--- config.mk ---
export PLATFORM = sky130hd
export DESIGN_NAME = jtframe_vubar
export DESIGN_NICKNAME = d
export VERILOG_FILES = /design/src/rtl/jtframe_vubar.sv
export SDC_FILE = /design/constraint.sdc
export NUM_CORES = 1
export LEC_CHECK = 0
export ABC_CLOCK_PERIOD_IN_PS = 3600
export CELL_PAD_IN_SITES_DETAIL_PLACEMENT = 0
export CELL_PAD_IN_SITES_GLOBAL_PLACEMENT = 1
export CORE_ASPECT_RATIO = 1.5
export CORE_MARGIN = 8
export CORE_UTILIZATION = 39
export CTS_CLUSTER_SIZE = 8
export DETAILED_ROUTE_END_ITERATION = 10
export HOLD_SLACK_MARGIN = 0.12
export PLACE_DENSITY_LB_ADDON = 0.1
export REMOVE_ABC_BUFFERS = 1
export SYNTH_ARGS = -nofsm -noshare
export SYNTH_HDL_FRONTEND = slang
export SYNTH_SLANG_ARGS = --single-unit
export TNS_END_PERCENT = 30
--- constraint.sdc ---
create_clock -name clk -period 3.6 [get_ports clk]
set_clock_uncertainty 0.05 [all_clocks]
set_input_delay 0.54 -clock clk [delete_from_list [all_inputs] [get_ports clk]]
set_output_delay 0.54 -clock clk [all_outputs]
set_load 0.05 [all_outputs]
--- src/rtl/jtframe_vubar.sv ---
`default_nettype none
// +----------------------------------------------------------------------------+
// | Module  : jtframe_vubar                                                    |
// | Purpose : Video overlay for the VU meter. Draws an 8-segment bar and a     |
// |           clip box, with frame-based decay, a peak-hold marker and a clip  |
// |           latch.                                                           |
// | Ports   : clk, rst      clock, synchronous active-high reset               |
// |           pxl_cen       pixel clock enable                                 |
// |           lhbl, lvbl    active-low blanking (high = active video)          |
// |           en            overlay enable (meter state keeps running)         |
// |           vu[7:0]       bar code from the VU meter                         |
// |           peak          overflow flag, sampled on every clk                |
// |           ovl           pixel belongs to the overlay                       |
// |           rgb[8:0]      overlay colour {r,g,b}, valid while ovl=1          |
// | Revision: 1.0  initial release                                             |
// +----------------------------------------------------------------------------+
module jtframe_vubar #(
  parameter int X0     = 8,
  parameter int Y0     = 8,
  parameter int SEGW   = 6,
  parameter int SEGH   = 4,
  parameter int DECAY  = 4,
  parameter int HOLD   = 30,
  parameter int CLIPFR = 60
) (
  input  logic       clk,
  input  logic       rst,
  input  logic       pxl_cen,
  input  logic       lhbl,
  input  logic       lvbl,
  input  logic       en,
  input  logic [7:0] vu,
  input  logic       peak,
  output logic       ovl,
  output logic [8:0] rgb
);

  localparam int CW = $clog2(SEGW + 1);
  localparam int DW = (DECAY  > 1) ? $clog2(DECAY)  : 1;
  localparam int HW = (HOLD   > 1) ? $clog2(HOLD)   : 1;
  localparam int KW = (CLIPFR > 1) ? $clog2(CLIPFR) : 1;

  logic [8:0]    hcnt_q, hcnt_d, vcnt_q, vcnt_d;
  logic          lhbl_q, lvbl_q;
  logic [CW-1:0] col_q, col_d;     // column inside the current slot (SEGW = gap)
  logic [3:0]    slot_q, slot_d;   // slot index, saturates at 15
  logic [3:0]    level_q, level_d, hold_q, hold_d;
  logic [DW-1:0] dec_cnt_q, dec_cnt_d, hdec_cnt_q, hdec_cnt_d;
  logic [HW-1:0] hold_cnt_q, hold_cnt_d;
  logic          clip_q, clip_d;
  logic [KW-1:0] clip_cnt_q, clip_cnt_d;
  logic          ovl_q, ovl_d;
  logic [8:0]    rgb_q, rgb_d;

  logic          tick;
  logic [3:0]    new_lvl;
  logic          in_bar;
  logic [8:0]    seg_rgb;

  assign tick = pxl_cen & lvbl_q & ~lvbl;

  // Highest set bit wins, so broken thermometer codes still give a level.
  always_comb begin
    new_lvl = 4'd0;
    for (int i = 0; i < 8; i++) begin
      if (vu[i]) new_lvl = 4'(i + 1);
    end
  end

  // Raster counters plus a running slot/column tracker that follows hcnt,
  // so the slot of the current pixel never needs a divider.
  always_comb begin
    hcnt_d = hcnt_q;
    vcnt_d = vcnt_q;
    col_d  = col_q;
    slot_d = slot_q;
    if (pxl_cen) begin
      if (!lhbl) begin
        hcnt_d = 9'd0;
        col_d  = '0;
        slot_d = 4'd0;
      end else begin
        if (hcnt_q != 9'd511) hcnt_d = hcnt_q + 9'd1;
        if (hcnt_q >= 9'(X0)) begin
          if (col_q == CW'(SEGW)) begin
            col_d = '0;
            if (slot_q != 4'd15) slot_d = slot_q + 4'd1;
          end else begin
            col_d = col_q + CW'(1);
          end
        end
      end
      if (!lvbl) vcnt_d = 9'd0;
      else if (lhbl_q && !lhbl && vcnt_q != 9'd511) vcnt_d = vcnt_q + 9'd1;
    end
  end

  // Meter state: level decay, peak hold and clip latch, all stepped by tick.
  always_comb begin
    level_d    = level_q;
    dec_cnt_d  = dec_cnt_q;
    hold_d     = hold_q;
    hold_cnt_d = hold_cnt_q;
    hdec_cnt_d = hdec_cnt_q;
    clip_d     = clip_q;
    clip_cnt_d = clip_cnt_q;
    if (tick) begin
      if (new_lvl >= level_q) begin
        level_d   = new_lvl;
        dec_cnt_d = '0;
      end else if (dec_cnt_q == DW'(DECAY - 1)) begin
        level_d   = level_q - 4'd1;
        dec_cnt_d = '0;
      end else begin
        dec_cnt_d = dec_cnt_q + DW'(1);
      end

      if (new_lvl >= hold_q) begin
        hold_d     = new_lvl;
        hold_cnt_d = '0;
        hdec_cnt_d = '0;
      end else if (hold_cnt_q != HW'(HOLD - 1)) begin
        hold_cnt_d = hold_cnt_q + HW'(1);
      end else if (hdec_cnt_q == DW'(DECAY - 1)) begin
        hdec_cnt_d = '0;
        // The marker never drops below the freshly updated level.
        hold_d     = (hold_q - 4'd1 > level_d) ? hold_q - 4'd1 : level_d;
      end else begin
        hdec_cnt_d = hdec_cnt_q + DW'(1);
      end

      if (clip_q) begin
        if (clip_cnt_q == KW'(CLIPFR - 1)) clip_d = 1'b0;
        else clip_cnt_d = clip_cnt_q + KW'(1);
      end
    end
    // A new peak overrides the countdown, even on a tick cycle.
    if (peak) begin
      clip_d     = 1'b1;
      clip_cnt_d = '0;
    end
  end

  assign in_bar = (hcnt_q >= 9'(X0)) && (slot_q <= 4'd8) && (col_q != CW'(SEGW)) &&
                  (vcnt_q >= 9'(Y0)) && (vcnt_q <= 9'(Y0 + SEGH - 1));

  always_comb begin
    seg_rgb = 9'o111;
    if (slot_q == 4'd8) begin
      seg_rgb = clip_q ? 9'o700 : 9'o111;
    end else if (slot_q < level_q) begin
      if (slot_q <= 4'd5)      seg_rgb = 9'o070;
      else if (slot_q == 4'd6) seg_rgb = 9'o770;
      else                     seg_rgb = 9'o700;
    end else if (hold_q > level_q && slot_q == hold_q - 4'd1) begin
      seg_rgb = 9'o777;
    end
  end

  always_comb begin
    ovl_d = ovl_q;
    rgb_d = rgb_q;
    if (pxl_cen) begin
      ovl_d = en & lhbl & lvbl & in_bar;
      if (ovl_d) rgb_d = seg_rgb;
    end
  end

  always_ff @(posedge clk) begin
    if (rst) begin
      hcnt_q     <= 9'd0;
      vcnt_q     <= 9'd0;
      lhbl_q     <= 1'b0;
      lvbl_q     <= 1'b0;
      col_q      <= '0;
      slot_q     <= 4'd0;
      level_q    <= 4'd0;
      dec_cnt_q  <= '0;
      hold_q     <= 4'd0;
      hold_cnt_q <= '0;
      hdec_cnt_q <= '0;
      clip_q     <= 1'b0;
      clip_cnt_q <= '0;
      ovl_q      <= 1'b0;
      rgb_q      <= 9'd0;
    end else begin
      hcnt_q     <= hcnt_d;
      vcnt_q     <= vcnt_d;
      col_q      <= col_d;
      slot_q     <= slot_d;
      level_q    <= level_d;
      dec_cnt_q  <= dec_cnt_d;
      hold_q     <= hold_d;
      hold_cnt_q <= hold_cnt_d;
      hdec_cnt_q <= hdec_cnt_d;
      clip_q     <= clip_d;
      clip_cnt_q <= clip_cnt_d;
      ovl_q      <= ovl_d;
      rgb_q      <= rgb_d;
      if (pxl_cen) begin
        lhbl_q <= lhbl;
        lvbl_q <= lvbl;
      end
    end
  end

  assign ovl = ovl_q;
  assign rgb = rgb_q;

endmodule
`default_nettype wire

# Yosys cells after proc, flatten, opt, wreduce, memory -nomap -nowiden
# Index checks and enable logic that the tools add are counted.
# totals
regBits,61
in_bits,15
out_inout_bits,10
elab_cells,124
# classes
addsub,10
magnitude_cmp,10
n_eq_ne,18
mux,43
bitwise_logic,7
reduce_logical,21
# ops
operator,count
$mux W9,9
$mux W4,18
$add A9 B1 Y9 const B,2
$ge A9 B4 Y1 const B,2
$ne A9 B9 Y1 const B,2
$reduce_and A2 Y1,6
$mux W2,5
$mux W5,2
$ne A2 B1 Y1 const B,5
$le A9 B4 Y1 const B,1
$mux W3,3
$ge A4 B4 Y1,2
$gt A4 B4 Y1,2
$sub A4 B1 Y4 const B,2
$logic_and A1 B1 Y1,7
$add A6 B1 Y6 const B,1
$eq A6 B6 Y1 const B,1
$mux W6,1
$reduce_and A3 Y1,2
$reduce_bool A2 Y1,3
$add A5 B1 Y5 const B,1
$and A1 B1 Y1,5
$mux W1,5
$ne A5 B5 Y1 const B,1
18 further kinds,21

# Longest topological paths before layout
# logic_depth
depth_word,16
depth_mapped,17
mapped_depth_nobuf,16

# Worst setup path before layout
# Ideal clock, no wire load.
# synth_timing
kind,input to register
startpoint,input vu[1]
endpoint,register hold_q[2]
setup_ps,116
t_arrival_ps,3566
t_required_ps,3434
setup_slack_ps,-132
stages,16
path_buffers,1
cell_sequence,nand2b_1 a21oi_1 o31ai_1 ha_1 nand2b_4 a2111oi_4 or2_1 buf_6 mux2i_1 ha_1 nor2b_1 o21ai_0 a21oi_1 o21ai_0 a211oi_1 a31o_2
# synth_via
elab_chain_len,15
elab_cells_between_ends,19
cone_classes,order compare (3); eq/ne (1); mux (13); reduce/logical (2)
# synth_lines
item,line,rtl
"start, declared",32,"input logic [7:0] vu,"
$mux W4 * (7 in series),66,if (vu[i]) new_lvl = 4'(i + 1);
$ge A4 B4 Y1,108,if (new_lvl >= level_q) begin
$mux W4,108,
$mux W4,107,if (tick) begin
$gt A4 B4 Y1,127,hold_d = (hold_q - 4'd1 > level_d) ? hold_q - 4'd1 : level_d;
$mux W4,127,
$mux W4,124,end else if (hdec_cnt_q == DW'(DECAY - 1)) begin
$mux W4,122,end else if (hold_cnt_q != HW'(HOLD - 1)) begin
$mux W4,118,if (new_lvl >= hold_q) begin
"end signal, assigned",193,hold_q <= hold_d;
"end, declared",47,"logic [3:0] level_q, level_d, hold_q, hold_d;"
# Mark *: on every way between the ends. The rest lies on a longest branch, timed or not. The select of a mux whose other input is x is not followed.
# A chain may end at the register's enable or synchronous reset.

# Worst setup path in the final report
# layout_timing
startpoint,input vu[0]
endpoint,register hold_q[1]
# layout_via
elab_chain_len,16
elab_cells_between_ends,20
cone_classes,order compare (3); eq/ne (1); mux (14); reduce/logical (2)
# layout_lines
item,line
$mux W1 *,66
$mux W4 * (7 in series),66
$ge A4 B4 Y1,108
$mux W4,108
$mux W4,107
$gt A4 B4 Y1,127
$mux W4,127
$mux W4,124
$mux W4,122
$mux W4,118
# Marked as above.

==> reports/results.ini <==
[sta]
maxSlewViolCount=0
whs_ns=0.420
slew_headroom=0.343
hold_viol_final=0
worst_pin_slew_ns=0.986
clock.fmax_mhz=291
period_share=0.955
setup_viol=0
min_period_ns=3.44

[setup_path]
crit_path_end_kind=flip-flop
required_ns=3.79
reg2reg_depth=14
cp_slowest_cell=a2111oi_4
path_cells=clkdlybuf4s15_1, nand2b_4, a21oi_4, o31ai_4, ha_1, nand2b_4, a2111oi_4, or2_4, mux2i_2, ha_1, nor2b_4, o21ai_4, a21oi_4, buf_6, nor3b_2, o21ai_1, a311oi_1
critPathKind=in2reg
crit_path_start_kind=input pin
arrival_ns=3.62
slowest_delay_ns=0.36
crit_path_max_fanout=7

[die]
io_pins=25
core.rowCount=43
start_util=0.399
die_h_um=135
die_w_um=95.3
die_area_mm2=0.0128
core_mm2=0.00920

[place]
gp_congestion=0.871
dp_hpwl_mm=6.82
dp_cells=577
placed_cell_area_mm2=0.00409
io_buffers=24

[global_route]
antenna_found_initial=0
grt_max_degree=25
first_global_vias=3049
grt_use_total=0.144
grt_pass1_wl_mm=14.4
overflow=0

[finish]
final_common_cell=nor2_1
synthToLayoutAreaGrowth_pct=23.2
layout-drive-gt1-share=0.168
final_core_util=0.492
mostFrequentLayoutCells=62 x nor2_1, 58 x dfxtp_1, 35 x ha_1, 30 x buf_4
stdcell_area_mm2=0.00453
nNetsFinal=535
num_antenna_cells=0
finalNonFillerCells=601

[status]
status=completed

[route]
drc=0
drtPass1Iterations=4
via_count=3174
ant_nets=0
drt_iter0_markers=156
post_drt_via_cell_ratio=5.28
drt_wl_total_mm=9.06
post_drt_wl_per_cell_um=15.1

[synth]
synth_xor_area_frac=0.0667
ys_seq_elements=58
avgSynthCellArea_um2=8.43
netlist_area_mm2=0.00367
synthAdderAreaFrac=0.123
synth_compound_area_frac=0.157
synth_edf_count=0
synth_warnings=0
synth_top_family_by_area=simple AND/OR/NAND/NOR gates
ys_seq_area_frac=0.316
yosys.area_share.simple=0.236
ys_types=63
synthCells=436
ys.flop_type=dfxtp_1
synth_mux_area_frac=0.0317
synthArstFlopShare=0

[clock_tree]
cts_buffer_depth=2
cts.sinks=58
numCtsBuffers=9
htreeDepth=3
root_buffer=clkbuf_16
cts.clk_slew.worst_paths_ns=0.05
clock_insertion_delay_worst_skew_ns=0.33
cts_tree=built

[power]
vdd_drop_max_v=0.000291
p_leak_nw=1.72
p_per_area_mw_per_mm2=379

[worst_hold_path]
hp-class=reg2reg
worst_hold_path.num_cells=2

[flow_run]
drv_cap=0

metal layers:
metal  track usage  share of wire  vias to the layer above
met5             0              0                        -
met4        0.0863          0.034                        0
met3        0.0239          0.029                       20
met2         0.261           0.53                       41
met1         0.149           0.41                     1494
li1              -              -                     1619
final timing paths:
kind,to,slack [ns],startpoint
max,hold_q[1]$_SDFFE_PP0P_,0.16,vu[0]
min,dec_cnt_q[1]$_SDFFE_PP0P_,0.42,dec_cnt_q[1]$_SDFFE_PP0P_
max reg2reg,hold_q[1]$_SDFFE_PP0P_,0.47,level_q[2]$_SDFFE_PP0P_
min reg2reg,dec_cnt_q[1]$_SDFFE_PP0P_,0.42,dec_cnt_q[1]$_SDFFE_PP0P_
cells in the mapped netlist (6+ instances only):
| library cell | count | area share |
|---|---|---|
| nor2_1 | 63 | 0.064 |
| dfxtp_1 | 58 | 0.32 |
| ha_1 | 36 | 0.12 |
| inv_1 | 29 | 0.030 |
| nand2_1 | 29 | 0.030 |
| a21oi_1 | 27 | 0.037 |
| o21ai_0 | 19 | 0.026 |
| xor2_1 | 15 | 0.036 |
| nor3_1 | 13 | 0.018 |
| xnor2_1 | 13 | 0.031 |
| clkbuf_1 | 9 | 0.0092 |
| mux2i_1 | 9 | 0.025 |
| nand4_1 | 9 | 0.015 |
| a22oi_1 | 8 | 0.016 |
| nand3_1 | 8 | 0.011 |
| and2_1 | 6 | 0.010 |
power breakdown:
| part | switching (mW) | internal [mW] | leakage (nW) |
|---|---|---|---|
| Sequential | 0.00643 | 0.649 | 0.468 |
| Combinational | 0.145 | 0.137 | 1.12 |
| Clock | 0.301 | 0.480 | 0.131 |
area by class of cell:
cell class                 count  area (um2)
timing repair buffer          56         480
sequential                    58        1160
clock buffer                  11         243
tap                          112         140
inverter                      29         109
clock inverter                 5        30.0
multi-input combinational    330        2360
fill                         912        4670
flip-flops by register name, indices dropped and copies added (netlist names), 3 cells and up:
signal / cells
vcnt_q: 9
slot_q: 4
hcnt_q: 9
hold_cnt_q: 5
rgb: 6
hold_q: 4
col_q: 3
level_q: 4
clip_cnt_q: 6
cell families (layout without fill, tap and decap cells):
logic type	after synthesis	after routing
simple gates	170	170
compound gates	85	85
flops	58	58
buf+inv	48	101
fa+ha+maj	36	36
xor+xnor	28	28
mux	11	11
critical path: cells and delay by family:
kind | cells | cell delay, ns
buffers and inverters | 2 | 0.33
AOI/OAI and AO/OA | 7 | 1.19
adders and majority gates | 2 | 0.56
muxes | 1 | 0.24
and+or+nand+nor | 5 | 0.75
stage by stage:
step / power (mW) / TNS [ns] / setup slack [ns]
4_1_cts: 1.70 / 0 / 0.000898
3_5_place_dp: 0.890 / -2.82 / -0.743
2_1_floorplan: 0.788 / -0.524 / -0.188
3_3_place_gp: 0.888 / -2.55 / -0.687
6_report: 1.72 / 0 / 0.161
5_1_grt: 1.79 / -0.0324 / -0.0250
timing repair:
| item | in CTS | in global routing |
|---|---|---|
| hold buffers | 0 | 0 |
| buffers inserted | 6 | 2 |
| resized for setup | 19 | 24 |
| pin swaps | 15 | 14 |
| endpoints found under the setup margin | 4 | 4 |
(Power assumes the default switching activity.)
